[src/rtl/wptr_full_handler.sv]
// Write-side pointer, full, level and overflow logic of the asynchronous FIFO.
// Runs entirely in the write clock domain. The Gray read pointer arrives here
// already synchronised into wclk. Full, almost_full and wr_level therefore
// report conservatively: read-side progress only becomes visible once it has
// crossed the synchroniser.
module wptr_full_handler #(
  parameter int unsigned PTR_WIDTH = 3,
  parameter int unsigned AF_MARGIN = 1
) (
  input  logic                 wclk,
  input  logic                 wrst_n,
  input  logic                 w_en,
  input  logic [PTR_WIDTH:0]   g_rptr_sync,
  input  logic                 clr_ovf,
  output logic [PTR_WIDTH:0]   b_wptr,
  output logic [PTR_WIDTH:0]   g_wptr,
  output logic                 full,
  output logic                 almost_full,
  output logic [PTR_WIDTH:0]   wr_level,
  output logic                 overflow
);

  // Pointer width carries one extra wrap bit above the address bits.
  localparam int unsigned PW       = PTR_WIDTH + 1;
  localparam int unsigned DEPTH    = 1 << PTR_WIDTH;
  localparam int unsigned AF_LEVEL = DEPTH - AF_MARGIN;

  logic          accept;
  logic [PW-1:0] b_next;
  logic [PW-1:0] g_next;
  logic [PW-1:0] g_full_cmp;
  logic [PW-1:0] b_rptr_s;
  logic [PW-1:0] level_next;
  logic          full_next;
  logic          af_next;
  logic          ovf_next;

  // Writes are gated by the registered full flag, so a write on the cycle
  // full drops is accepted.
  assign accept = w_en & ~full;

  // Next binary pointer wraps naturally; Gray form changes one bit per step.
  assign b_next = b_wptr + PW'(accept);
  assign g_next = (b_next >> 1) ^ b_next;

  // Full when the write pointer is exactly one lap ahead of the read pointer:
  // in Gray code that is the read pointer with its top two bits inverted.
  assign g_full_cmp = {~g_rptr_sync[PTR_WIDTH:PTR_WIDTH-1], g_rptr_sync[PTR_WIDTH-2:0]};
  assign full_next  = (g_next == g_full_cmp);

  // Gray-to-binary conversion of the synchronised read pointer.
  always_comb begin
    b_rptr_s         = '0;
    b_rptr_s[PW-1]   = g_rptr_sync[PW-1];
    for (int i = int'(PW) - 2; i >= 0; i--) begin
      b_rptr_s[i] = b_rptr_s[i+1] ^ g_rptr_sync[i];
    end
  end

  // Occupancy seen from the write side; modulo arithmetic handles the wrap.
  assign level_next = b_next - b_rptr_s;
  assign af_next    = (level_next >= PW'(AF_LEVEL));

  // Sticky overflow: a rejected write sets it and wins over a same-cycle clear.
  assign ovf_next = (w_en & full) | (overflow & ~clr_ovf);

  // Register pointers and all status outputs.
  always_ff @(posedge wclk or negedge wrst_n) begin
    if (!wrst_n) begin
      b_wptr      <= '0;
      g_wptr      <= '0;
      full        <= 1'b0;
      almost_full <= 1'b0;
      wr_level    <= '0;
      overflow    <= 1'b0;
    end else begin
      b_wptr      <= b_next;
      g_wptr      <= g_next;
      full        <= full_next;
      almost_full <= af_next;
      wr_level    <= level_next;
      overflow    <= ovf_next;
    end
  end

endmodule

[config.mk]
export PLATFORM = sky130hd
export DESIGN_NAME = wptr_full_handler
export DESIGN_NICKNAME = d
export VERILOG_FILES = /design/src/rtl/wptr_full_handler.sv
export SDC_FILE = /design/constraint.sdc
export NUM_CORES = 1
export LEC_CHECK = 0
export BUFFER_PORTS_ARGS = -buffer_cell sky130_fd_sc_hd__buf_2
export CORE_MARGIN = 3
export CORE_UTILIZATION = 51
export CTS_CLUSTER_DIAMETER = 80
export DETAILED_ROUTE_END_ITERATION = 10
export MAX_ROUTING_LAYER = met4
export PLACE_DENSITY = 0.8
export REMOVE_ABC_BUFFERS = 1
export SYNTH_ARGS = -nofsm -noshare
export SYNTH_HDL_FRONTEND = slang
export SYNTH_SLANG_ARGS = --single-unit
[constraint.sdc]
create_clock -name wclk -period 6 [get_ports wclk]
set_clock_uncertainty 0.05 [all_clocks]
set_input_delay 0.6 -clock wclk [delete_from_list [all_inputs] [get_ports wclk]]
set_output_delay 0.6 -clock wclk [all_outputs]
set_load 0.02 [all_outputs]
==> impl.org, run 1 <==
** Worst setup path
- In this run the critical register-to-register path is launched from full.
- The worst setup path is of the in2reg kind.
- Type of destination of the critical path :: register
- Arrival time reported for the critical path endpoint :: about 2.3 ns
- For flop-to-flop paths, the worst setup slack is approximately 3.8 ns.
- The worst setup path is launched from an input pin.
- Along the worst path, the maximum fanout reaches 6.
- Worst R2R Path Depth :: 7
- CP required :: about 6.1 ns
- Reg2Reg Capture Point :: full

** Finish
- The area growth from synthesis to layout is 20.21%.
- At the end of the flow, the number of nets in the layout was just under 100.
- Filler Cell Count :: between 90 and 100
- The repair_antennas step left the layout with diodes totalling 0.
- Ratio of cells with drive above 1 in the final layout :: 0.3537

** Die
- FP Rows :: 12
- In this run the standard cell core region covers 1201 um2.
- Initial standard-cell utilization of the core :: 0.5875
- Die X :: ~43 um
- Number of primary I/O pins :: 23
- The die is 43.20 um tall.
- Die area :: 1866 um2

** Drt
- After detailed routing, the total wire length is approximately 1300 um.
- Routed length per placed instance :: between 10 and 15 um
- Post-route DRC violation count :: 0
- The detail route stage leaves a number of antenna-violating nets equal to 0.
- For this block, the initial DRC count from the detailed router was 8.
- The first TritonRoute pass finished after 4 iterations.
- Across all layers, the routed design uses 487 vias.
- Mean number of vias per cell :: around 5.1

** GRT
- In the global route stage, overall resource usage came out at 0.1731.
- The via count of the first global-routing pass was approximately 480.
- The first global-routing pass estimated between 2000 and 2500 um of wire.
- The number of antenna violations at the first check in global routing came to 0.
- Maximum number of pins on one net before global-route repair :: 15
- After global routing the overflow that remains totals 0.

** Clock tree
- Clk Latency, worst-skew pair :: approximately 0.27 ns
- The longest clock path from root to sink contains 2 buffers.
- The number of hold buffers added after CTS was 0.
- Resized Gates After CTS :: 0
- CTS built an H-tree with a depth of 1.
- Setup repair bufs after CTS :: 0
- The tree built by TritonCTS fans out to 14 sinks.
- TritonCTS built the clock tree.
- CTS placed an instance of sky130_fd_sc_hd__clkbuf_4 at the clock tree root.
- Buffers inserted during clock tree synthesis total 3.
- Clock-pin slew was measured on the worst setup and hold paths at about 0.080 ns.

** Timing
- Headroom to the max-slew limit came out at 0.7886.
- Of the available clock period, the critical path in the final layout requires 0.3685.
- Clock period minus worst slack :: around 2.2 ns
- Post-route setup TNS :: 0 ns
- Total count of max-transition violations in the final report :: 0
- Setup repair after global routing missed its margin :: no
- The total count of hold-check failures in the final report came to 0.
- Worst slew pin tran :: around 0.31 ns
- Final setup violation count :: 0
- Highest achievable clock rate :: 0.4522 GHz

** Synth
- Post-Synthesis Mean Instance Area :: 12.17 um2
- Synthesis inferred 14 register bits.
- Library cell occupying the most area in the post-synthesis netlist :: sky130_fd_sc_hd__dfrtp_1
- The share of synthesized area in the top cell type comes to 0.4965.
- Synthesis instantiated 17 different standard cells from the library.
- Count of warnings emitted by yosys :: 0
- Sorting the synthesized cells by area gives the leading types as sky130_fd_sc_hd__dfrtp_1, sky130_fd_sc_hd__xnor2_1, sky130_fd_sc_hd__ha_1.
- Sequential fraction of the synthesis area :: 0.4965
- Summing every instance area after synthesis gives 705.7 um2.
- Number of cells produced by synthesis :: 58

** Placed design
- The count of buffers added on input and output ports is 22.
- After legalization and detailed placement, the total HPWL measured 1099 um.
- Final weighted congestion in routability-driven placement :: about 0.76

** Hold path
- Path category of the worst min-delay check :: in2async

** Job
- Number of max-cap violations :: 0

** Outcome
- Outcome :: finished clean
[Yosys cell counts (all sizes together)]
cell type  number
a21o            1
nor2b           2
or3             1
xnor2          10
fa              1
buf             1
o21ai           2
ha              5
nand3           5
xor2            5
inv             7
dfrtp          14
nand2           2
a211oi          1
a21boi          1
[kinds of logic after synthesis]
logic type,count (synthesis),synth area share
flip-flops,14,0.4965
AND/OR/NAND/NOR,10,0.07270
buffers and inverters,8,0.04788
adder cells (fa/ha/maj),6,0.1170
XOR/XNOR,15,0.2075
AO/OA/AOI/OAI,5,0.05851
[placed cells by master (no fill, tap or decap), types with 2 or more instances in the layout]
cell type	synthesis	layout
sky130_fd_sc_hd__clkbuf_4	0	3
sky130_fd_sc_hd__o21ai_0	2	2
sky130_fd_sc_hd__nand3_1	5	5
sky130_fd_sc_hd__xor2_1	4	4
sky130_fd_sc_hd__nand2_1	2	2
sky130_fd_sc_hd__dfrtp_1	14	14
sky130_fd_sc_hd__buf_2	0	22
sky130_fd_sc_hd__xnor2_1	9	9
sky130_fd_sc_hd__nor2b_1	2	2
sky130_fd_sc_hd__inv_1	7	7
sky130_fd_sc_hd__ha_1	5	5
[routing by layer]
metal / part of all wire / track usage / vias up
met5: 0 / - / -
met4: 0.025 / 0.09036 / 0
met3: 0.065 / 0.03814 / 4
met2: 0.53 / 0.2891 / 20
met1: 0.38 / 0.1898 / 229
li1: - / - / 234
[metrics by stage]
step | hold slack (ns) | cell area (um2) | instances | setup slack (ns) | util
floorplan | 0.2544 | 698.2 | 57 | 3.726 | -
global placement | 0.4494 | 825.8 | 93 | 3.561 | 0.6875
detailed placement | 0.4610 | 825.8 | 93 | 3.495 | 0.6875
CTS | 0.1606 | 848.3 | 96 | 3.787 | 0.7063
global route | 0.1558 | 848.3 | 96 | 3.634 | 0.7063
finish | 0.1509 | 848.3 | 96 | 3.789 | 0.7063
[state kept, by name, indices dropped and copies added, names as in the netlist]
register / count
almost_full: 1
b_wptr: 4
full: 1
g_wptr: 3
overflow: 1
wr_level: 4
[worst max-delay path by stage]
stage                              to  cells after the start  startpoint  slack, ns
after floorplan           almost_full                      8        w_en       3.73
after global placement    almost_full                      9        w_en       3.56
after detailed placement  almost_full                      9        w_en       3.49
after CTS                 almost_full                      9        w_en       3.79
after global routing      almost_full                      8        full       3.63
final                     almost_full                      9        w_en       3.79
[area by class of cell]
cell class / count / area [um2] / area share
clock buffer: 3 / 22.52 / 0.02655
inverter: 7 / 26.28 / 0.03097
multi-input combinational: 36 / 321.6 / 0.3791
sequential: 14 / 350.3 / 0.4130
tap: 14 / 17.52 / 0.02065
timing repair buffer: 22 / 110.1 / 0.1298
[critical path, cell delays in order]
cell,delay [ns]
sky130_fd_sc_hd__buf_2,0.10
sky130_fd_sc_hd__nor2b_1,0.13
sky130_fd_sc_hd__ha_1,0.22
sky130_fd_sc_hd__ha_1,0.39
sky130_fd_sc_hd__inv_1,0.12
sky130_fd_sc_hd__fa_1,0.54
sky130_fd_sc_hd__inv_1,0.06
sky130_fd_sc_hd__nand3_1,0.07
sky130_fd_sc_hd__nand3_1,0.08
Power of run 1 is not shown: default switching activity piles up to over one toggle a cycle in this logic, so the estimate is an artifact.
==> inputs of run 2 (changes only) <==
--- a/config.mk
+++ b/config.mk
@@ -6,12 +6,13 @@
 export NUM_CORES = 1
 export LEC_CHECK = 0
 export BUFFER_PORTS_ARGS = -buffer_cell sky130_fd_sc_hd__buf_2
+export CORE_ASPECT_RATIO = 1.1
 export CORE_MARGIN = 3
-export CORE_UTILIZATION = 51
+export CORE_UTILIZATION = 43
 export CTS_CLUSTER_DIAMETER = 80
 export DETAILED_ROUTE_END_ITERATION = 10
 export MAX_ROUTING_LAYER = met4
-export PLACE_DENSITY = 0.8
+export PLACE_DENSITY = 0.72
 export REMOVE_ABC_BUFFERS = 1
 export SYNTH_ARGS = -nofsm -noshare
 export SYNTH_HDL_FRONTEND = slang
==> constraint.sdc (replaced) <==
create_clock -name wclk -period 2 [get_ports wclk]
set_clock_uncertainty 0.05 [all_clocks]
set_input_delay 0.2 -clock wclk [delete_from_list [all_inputs] [get_ports wclk]]
set_output_delay 0.2 -clock wclk [all_outputs]
set_load 0.02 [all_outputs]
==> run 2 against run 1 <==
Sequential share of layout area is 6.9 points lower. Routed wire length rose by 6.0%. Global-route usage shrank 2.7 points. Final area grew 20%. First-iteration DRC count is 63% lower. Critical endpoint unchanged. Worst setup slack lost 3.7 ns. Clock-buffer cell count increased by 1. Largest cell class is now multi-input combinational cells. Critical path depth fell by 1. Worst hold slack got worse by 0.10 ns. Sequential cell count did not move. Register-to-register slack lost 3.8 ns.
==> impl.org, run 2 (synthesis results as in run 1) <==
** Clock tree
- Clock-pin slew on the worst setup and hold paths :: 0.08 ns
- In this run the number of H-tree levels came out at 1.
- Root buf cell :: sky130_fd_sc_hd__clkbuf_4
- Maximum root-to-sink buffer count :: 2
- The number of clock buffers added by TritonCTS is 3.
- TritonCTS clock tree :: yes
- CTS saw 14 sinks.
- Clk Latency, worst-skew pair :: around 0.27 ns

** Die
- Measured along the y axis, the die boundary spans 48.49 um.
- Die X :: 44.63 um
- FP Rows :: 14
- For this configuration, the core starts out at a cell density of 0.4854.
- Number of primary I/O pins :: 23
- Die area :: 2164 um2
- The total area inside the core boundary comes to between 1000 and 1500 um2.

** Timing
- Of the available clock period, the critical path in the final layout requires 0.9763.
- After layout, the minimum clock period comes to between 1.5 and 2 ns.
- Final setup violation count :: 0
- Hold Vio Cnt, Final :: 0
- Highest achievable clock rate :: 0.5122 GHz
- The number of slew-limit violations in the final report was 0.
- Worst slew pin tran :: around 0.32 ns
- Post-route setup TNS :: 0 ns
- The worst pin sits at a relative slew slack of 0.7862.
- Hold is met by roughly 0.046 ns.

** Finish
- Final Net Count :: between 100 and 150
- Ratio of cells with drive above 1 in the final layout :: 0.5376
- Leading cell type in the layout, fill and taps excluded :: sky130_fd_sc_hd__buf_2
- # diodes :: 0
- From synthesis to final layout, the design area changed by 44.15%.
- In the final layout, the registers with the most flip-flops are b_wptr x4, wr_level x4, g_wptr x3.
- Most used cells in the layout excluding fill and tap cells :: sky130_fd_sc_hd__buf_2, sky130_fd_sc_hd__dfrtp_1, sky130_fd_sc_hd__buf_4
- The layout has roughly 120 filler cells.
- The finished cells cover a little over 1000 um2.

** Drt
- Summing over every cut layer, the via total after detailed routing is 523.
- Using the TritonRoute via totals, the vias-per-cell ratio works out to about 4.8.
- Number of routed nets with antenna violations :: 0
- The final layout contains routed wiring with a total length of roughly 1400 um.
- After detailed routing, the average wire length per cell comes to between 10 and 15 um.
- The first routing iteration left 3 violations.
- After detailed routing, the number of remaining DRC violations is 0.
- Drt first pass iters :: 3

** Worst setup path
- CP Max Fanout :: 3
- The largest single stage delay on the critical path is 0.56 ns.
- STA classifies the critical path startpoint as a register.
- At the worst endpoint, the required time is around 2.1 ns.
- Arrival time reported for the critical path endpoint :: between 2 and 2.5 ns
- The critical path is of the reg2reg type.
- Type of destination of the critical path :: register
- The critical path contains buffers and inverters numbering 2 combined.
- Traced cell by cell, the critical path runs through nor2b_1 > ha_2 > ha_4 > inv_2 > fa_2 > inv_1 > nand3_1 > nand3_2.
- CP delay by family, top :: adder cells
- Among all stages on the critical path, the largest delay is contributed by sky130_fd_sc_hd__fa_2.

** Placed design
- IO buf count :: 22
- The placed instances occupy a cell area of around 880 um2.
- The congestion estimate from routability-driven global placement came to ~0.74.
- Once detailed placement completed, the half-perimeter wirelength came to 1012 um.

** GRT
- Leftover overflow at the end of global routing :: 0
- Maximum number of pins on one net before global-route repair :: 15
- Initial antenna violation count :: 0
- The via count of the first global-routing pass came to roughly 490.
- Global-route usage over all layers :: 0.1458
- The first global-routing pass estimated between 2000 and 2500 um of wire.

** Hold path
- Path category of the worst min-delay check :: in2reg

** Outcome
- Outcome :: finished clean

** Job
- Number of max-cap violations :: 0
[run 2: cell types whose count changed in the layout (fill, tap and decap cells not counted), sizes merged]
cell / change
buf: +9
clkbuf: +1
dlygate4sd3: +1
[run 2: worst reg2reg max path, delay by kind of cell (launching register included)]
family	cells	cell delay, ns
adder cells (fa/ha/maj)	3	0.96
flip-flops	1	0.39
AND/OR/NAND/NOR	3	0.33
buffers and inverters	2	0.12
[run 2: path summary, 6_finish.rpt]
| check | from | depth (start not counted) | slack [ns] | end |
|---|---|---|---|---|
| worst max-delay path | full | 8 | 0.05 | almost_full |
| worst min-delay path | clr_ovf | 2 | 0.05 | overflow |
| worst max register to register | full | 8 | 0.05 | almost_full |
| worst min register to register | overflow | 2 | 0.48 | overflow |
| max in group asynchronous | wrst_n | 2 | 1.38 | b_wptr[1] |
| min in group asynchronous | wrst_n | 2 | 0.29 | overflow |
[run 2: final cells by class]
cell class / instances / area (um2) / share of cell area
clock buffers: 4 / 36.28 / 0.03567
flip-flops and latches: 14 / 350.3 / 0.3444
multi-input cells: 36 / 396.6 / 0.3899
inverters: 7 / 26.28 / 0.02583
repair buffers: 32 / 187.7 / 0.1845
well taps: 16 / 20.02 / 0.01968
[run 2: what timing repair did]
item,4_1_cts,5_1_grt
endpoints found under the hold margin,14,0
gates resized for setup,1,13
setup endpoints to repair,2,4
buffers inserted,0,2
hold buffers,1,0
pin swaps,0,5
[run 2: layer usage]
metal  wire (um)  global-route usage  vias up
li1            -                   -      258
met1         569              0.1820      248
met2         734              0.2081       15
met3          61             0.02222        2
met4          14              0.1055        0
met5           0                   -        -
[run 2: through the flow]
stage,instances,util,setup slack [ns]
finish,109,0.6997,0.04745
global route,109,0.6997,-0.05106
CTS,107,0.6377,0.01799
global placement,102,0.6059,0.02736
floorplan,57,-,-0.07939
detailed placement,102,0.6059,0.01087
Power of run 2 is left out for the same reason.
==> inputs of run 3 (changes only) <==
--- a/config.mk
+++ b/config.mk
@@ -14,6 +14,8 @@
 export MAX_ROUTING_LAYER = met4
 export PLACE_DENSITY = 0.72
 export REMOVE_ABC_BUFFERS = 1
+export SETUP_SLACK_MARGIN = 0.4
+export SLEW_MARGIN = 20
 export SYNTH_ARGS = -nofsm -noshare
 export SYNTH_HDL_FRONTEND = slang
 export SYNTH_SLANG_ARGS = --single-unit
==> run 3 against run 2 <==
Clock-buffer cell count stayed put. Worst hold slack better by 0.0066 ns. Worst setup slack improved by 0.091 ns. Highest routed layer unchanged.
==> impl.org, run 3 (synthesis results as in run 1) <==
** Worst setup path
- The critical path is of the reg2reg type.
- Together, buffers and inverters on the worst path number 0.
- CP Max Fanout :: 3
- The critical path goes through nor2b_2 > ha_4 > ha_4 > xor2_4 > xor2_1 > or3_1 > a211oi_2.
- The kind of cell with the highest combined delay along the critical path is simple AND/OR/NAND/NOR gates.
- STA classifies the critical path endpoint as a register.
- CP required :: around 2.1 ns
- The endpoint identified for the worst register-to-register timing path is full.
- Critical path capture point :: full
- Worst reg2reg path startpoint :: full
- Launch point of the worst path :: full
- The critical path crosses 7 cells after its start point.
- Counting cells, the worst reg-to-reg path comes to 7.
- Type of element launching the critical path :: register
- By instance count, the cell type seen most on the critical path is sky130_fd_sc_hd__ha_4.
- At the worst endpoint, the arrival time is approximately 2.0 ns.
- For this run, the slowest stage of the critical path takes slightly below 0.4 ns.
- The slowest stage of the critical path is the sky130_fd_sc_hd__dfrtp_1 cell.
- In this run the register-to-register setup slack is about 0.14 ns.

** Drt
- WL final :: approximately 1500 um
- Post-route DRC violation count :: 0
- After detailed routing, the average wire length per cell comes to ~13 um.
- The first detailed-routing pass took 2 iterations.
- Mean number of vias per cell :: about 4.7
- Via count :: 550
- In this run the remaining antenna-violating nets after routing total 0.
- For this block, the initial DRC count from the detailed router was 1.

** Finish
- After routing the design area is 1119 um2.
- # diodes :: 0
- The finished layout holds approximately 120 standard cells, fillers aside.
- The net count of the finished layout is approximately 120.
- Area delta synth->final :: 58.51%
- Most used cells in the layout excluding fill and tap cells :: sky130_fd_sc_hd__buf_2, sky130_fd_sc_hd__buf_4, sky130_fd_sc_hd__dfrtp_1
- Largest registers ranked by flip-flop count :: b_wptr x4, wr_level x4, g_wptr x3
- Leading cell type in the layout, fill and taps excluded :: sky130_fd_sc_hd__buf_2
- Of the cells placed in the final design, the portion with a size suffix greater than 1 is 0.6139.

** GRT
- The number of antenna violations at the first check in global routing was 0.
- Maximum number of pins on one net before global-route repair :: 15
- Leftover overflow at the end of global routing :: 0
- Global-route usage over all layers :: 0.1679
- The via count of the first global-routing pass is roughly 570.
- The first global-routing pass estimated ~2600 um of wire.

** Die
- From bottom edge to top edge, the die measures 48.49 um.
- The floorplan step defined a die boundary enclosing 2164 um2.
- During I/O placement, the number of pins put on the boundary was 23.
- The floorplan has 14 rows.
- After floorplanning, the core was sized to cover 1454 um2.
- The initial utilization of the core area, before any placement, comes to 0.4854.
- From left edge to right edge, the die measures ~45 um.

** Clock tree
- Root buf cell :: sky130_fd_sc_hd__clkbuf_4
- Clock-pin slew was measured on the worst setup and hold paths at ~0.080 ns.
- Inserted Clock Buffers :: 3
- Number of H-tree levels :: 1
- Maximum root-to-sink buffer count :: 2
- Counting every sink on the clock net gives 14.
- TritonCTS built the clock tree.
- The later pin in the worst-skew pair is clocked with a latency of 0.27 ns.

** Timing
- Total count of max-transition violations in the final report :: 0
- Final setup violation count :: 0
- Clock period minus worst slack :: between 1.5 and 2 ns
- Headroom to the max-slew limit came out at 0.7986.
- Setup repair after global routing missed its margin :: yes
- The tightest hold path in the finished design has a slack of between 0.05 and 0.06 ns.
- At the pin with the least slew margin, the transition time is 0.3020 ns.
- Based on the critical path, the design can be clocked at up to around 0.54 GHz.
- Ratio of final minimum period to clock period :: 0.9309
- Across all setup checks in the final design, the least slack found is roughly 0.14 ns.
- The total count of hold-check failures in the final report was 0.

** Hold path
- The worst hold path belongs to the class in2reg.

** Job
- The tool flagged a number of max-cap violations equal to 0.

** Placed design
- Counting tap cells, the placed design contains a total of 102 instances.
- Sum of net half-perimeters after detailed placement :: 1012 um
- IO buf count :: 22
- Final weighted congestion in routability-driven placement :: between 0.7 and 0.8
- Area after DPL :: a little under 900 um2
- At the placement stage, the worst setup path has a slack of 0.01087 ns.

** Outcome
- The flow ran to the end, and the final reports show no timing, DRC or antenna violations.
[run 3: changes by cell type in the layout (fill, tap and decap cells not counted), moves of 2 or more]
cell	delta
sky130_fd_sc_hd__buf_4	+7
sky130_fd_sc_hd__inv_1	-2
sky130_fd_sc_hd__ha_2	-2
sky130_fd_sc_hd__ha_4	+2
[run 3: worst min-delay path by stage]
stage,endpoint,depth (start not counted),startpoint,slack [ns]
finish,overflow,2,clr_ovf,0.05
CTS,overflow,2,clr_ovf,0.04
floorplan,almost_full,0,wrst_n,-0.15
detailed placement,b_wptr[2],1,wrst_n,0.06
global placement,g_wptr[2],1,wrst_n,0.05
global route,overflow,2,clr_ovf,0.08
[run 3: routing by layer]
| layer | global-route usage | up-vias | wire (um) |
|---|---|---|---|
| met3 | 0.02222 | 2 | 69 |
| li1 | - | 272 | - |
| met5 | - | - | 0 |
| met2 | 0.2488 | 17 | 813 |
| met1 | 0.2104 | 259 | 584 |
| met4 | 0.1055 | 0 | 19 |
[run 3: timing repair]
action,4_1_cts,5_1_grt
pin swaps,6,5
resized for setup,14,9
hold endpoints to repair,14,0
setup endpoints to repair,5,5
buffers inserted,6,4
hold buffers,1,0
[run 3: per-stage QoR]
stage / TNS (ns) / util
after global placement: 0 / 0.6059
final: 0 / 0.7694
after detailed placement: 0 / 0.6059
after CTS: 0 / 0.7100
after floorplan: -0.1060 / -
after global routing: 0 / 0.7694
[run 3: layout make-up]
type	count	area [um2]
repair buffers	40	251.5
multi-input cells	36	431.7
flip-flops and latches	14	350.3
fillers	102	335.3
inverters	7	28.78
clock buffers	4	36.28
well taps	16	20.02
Power of run 3 is left out for the same reason.
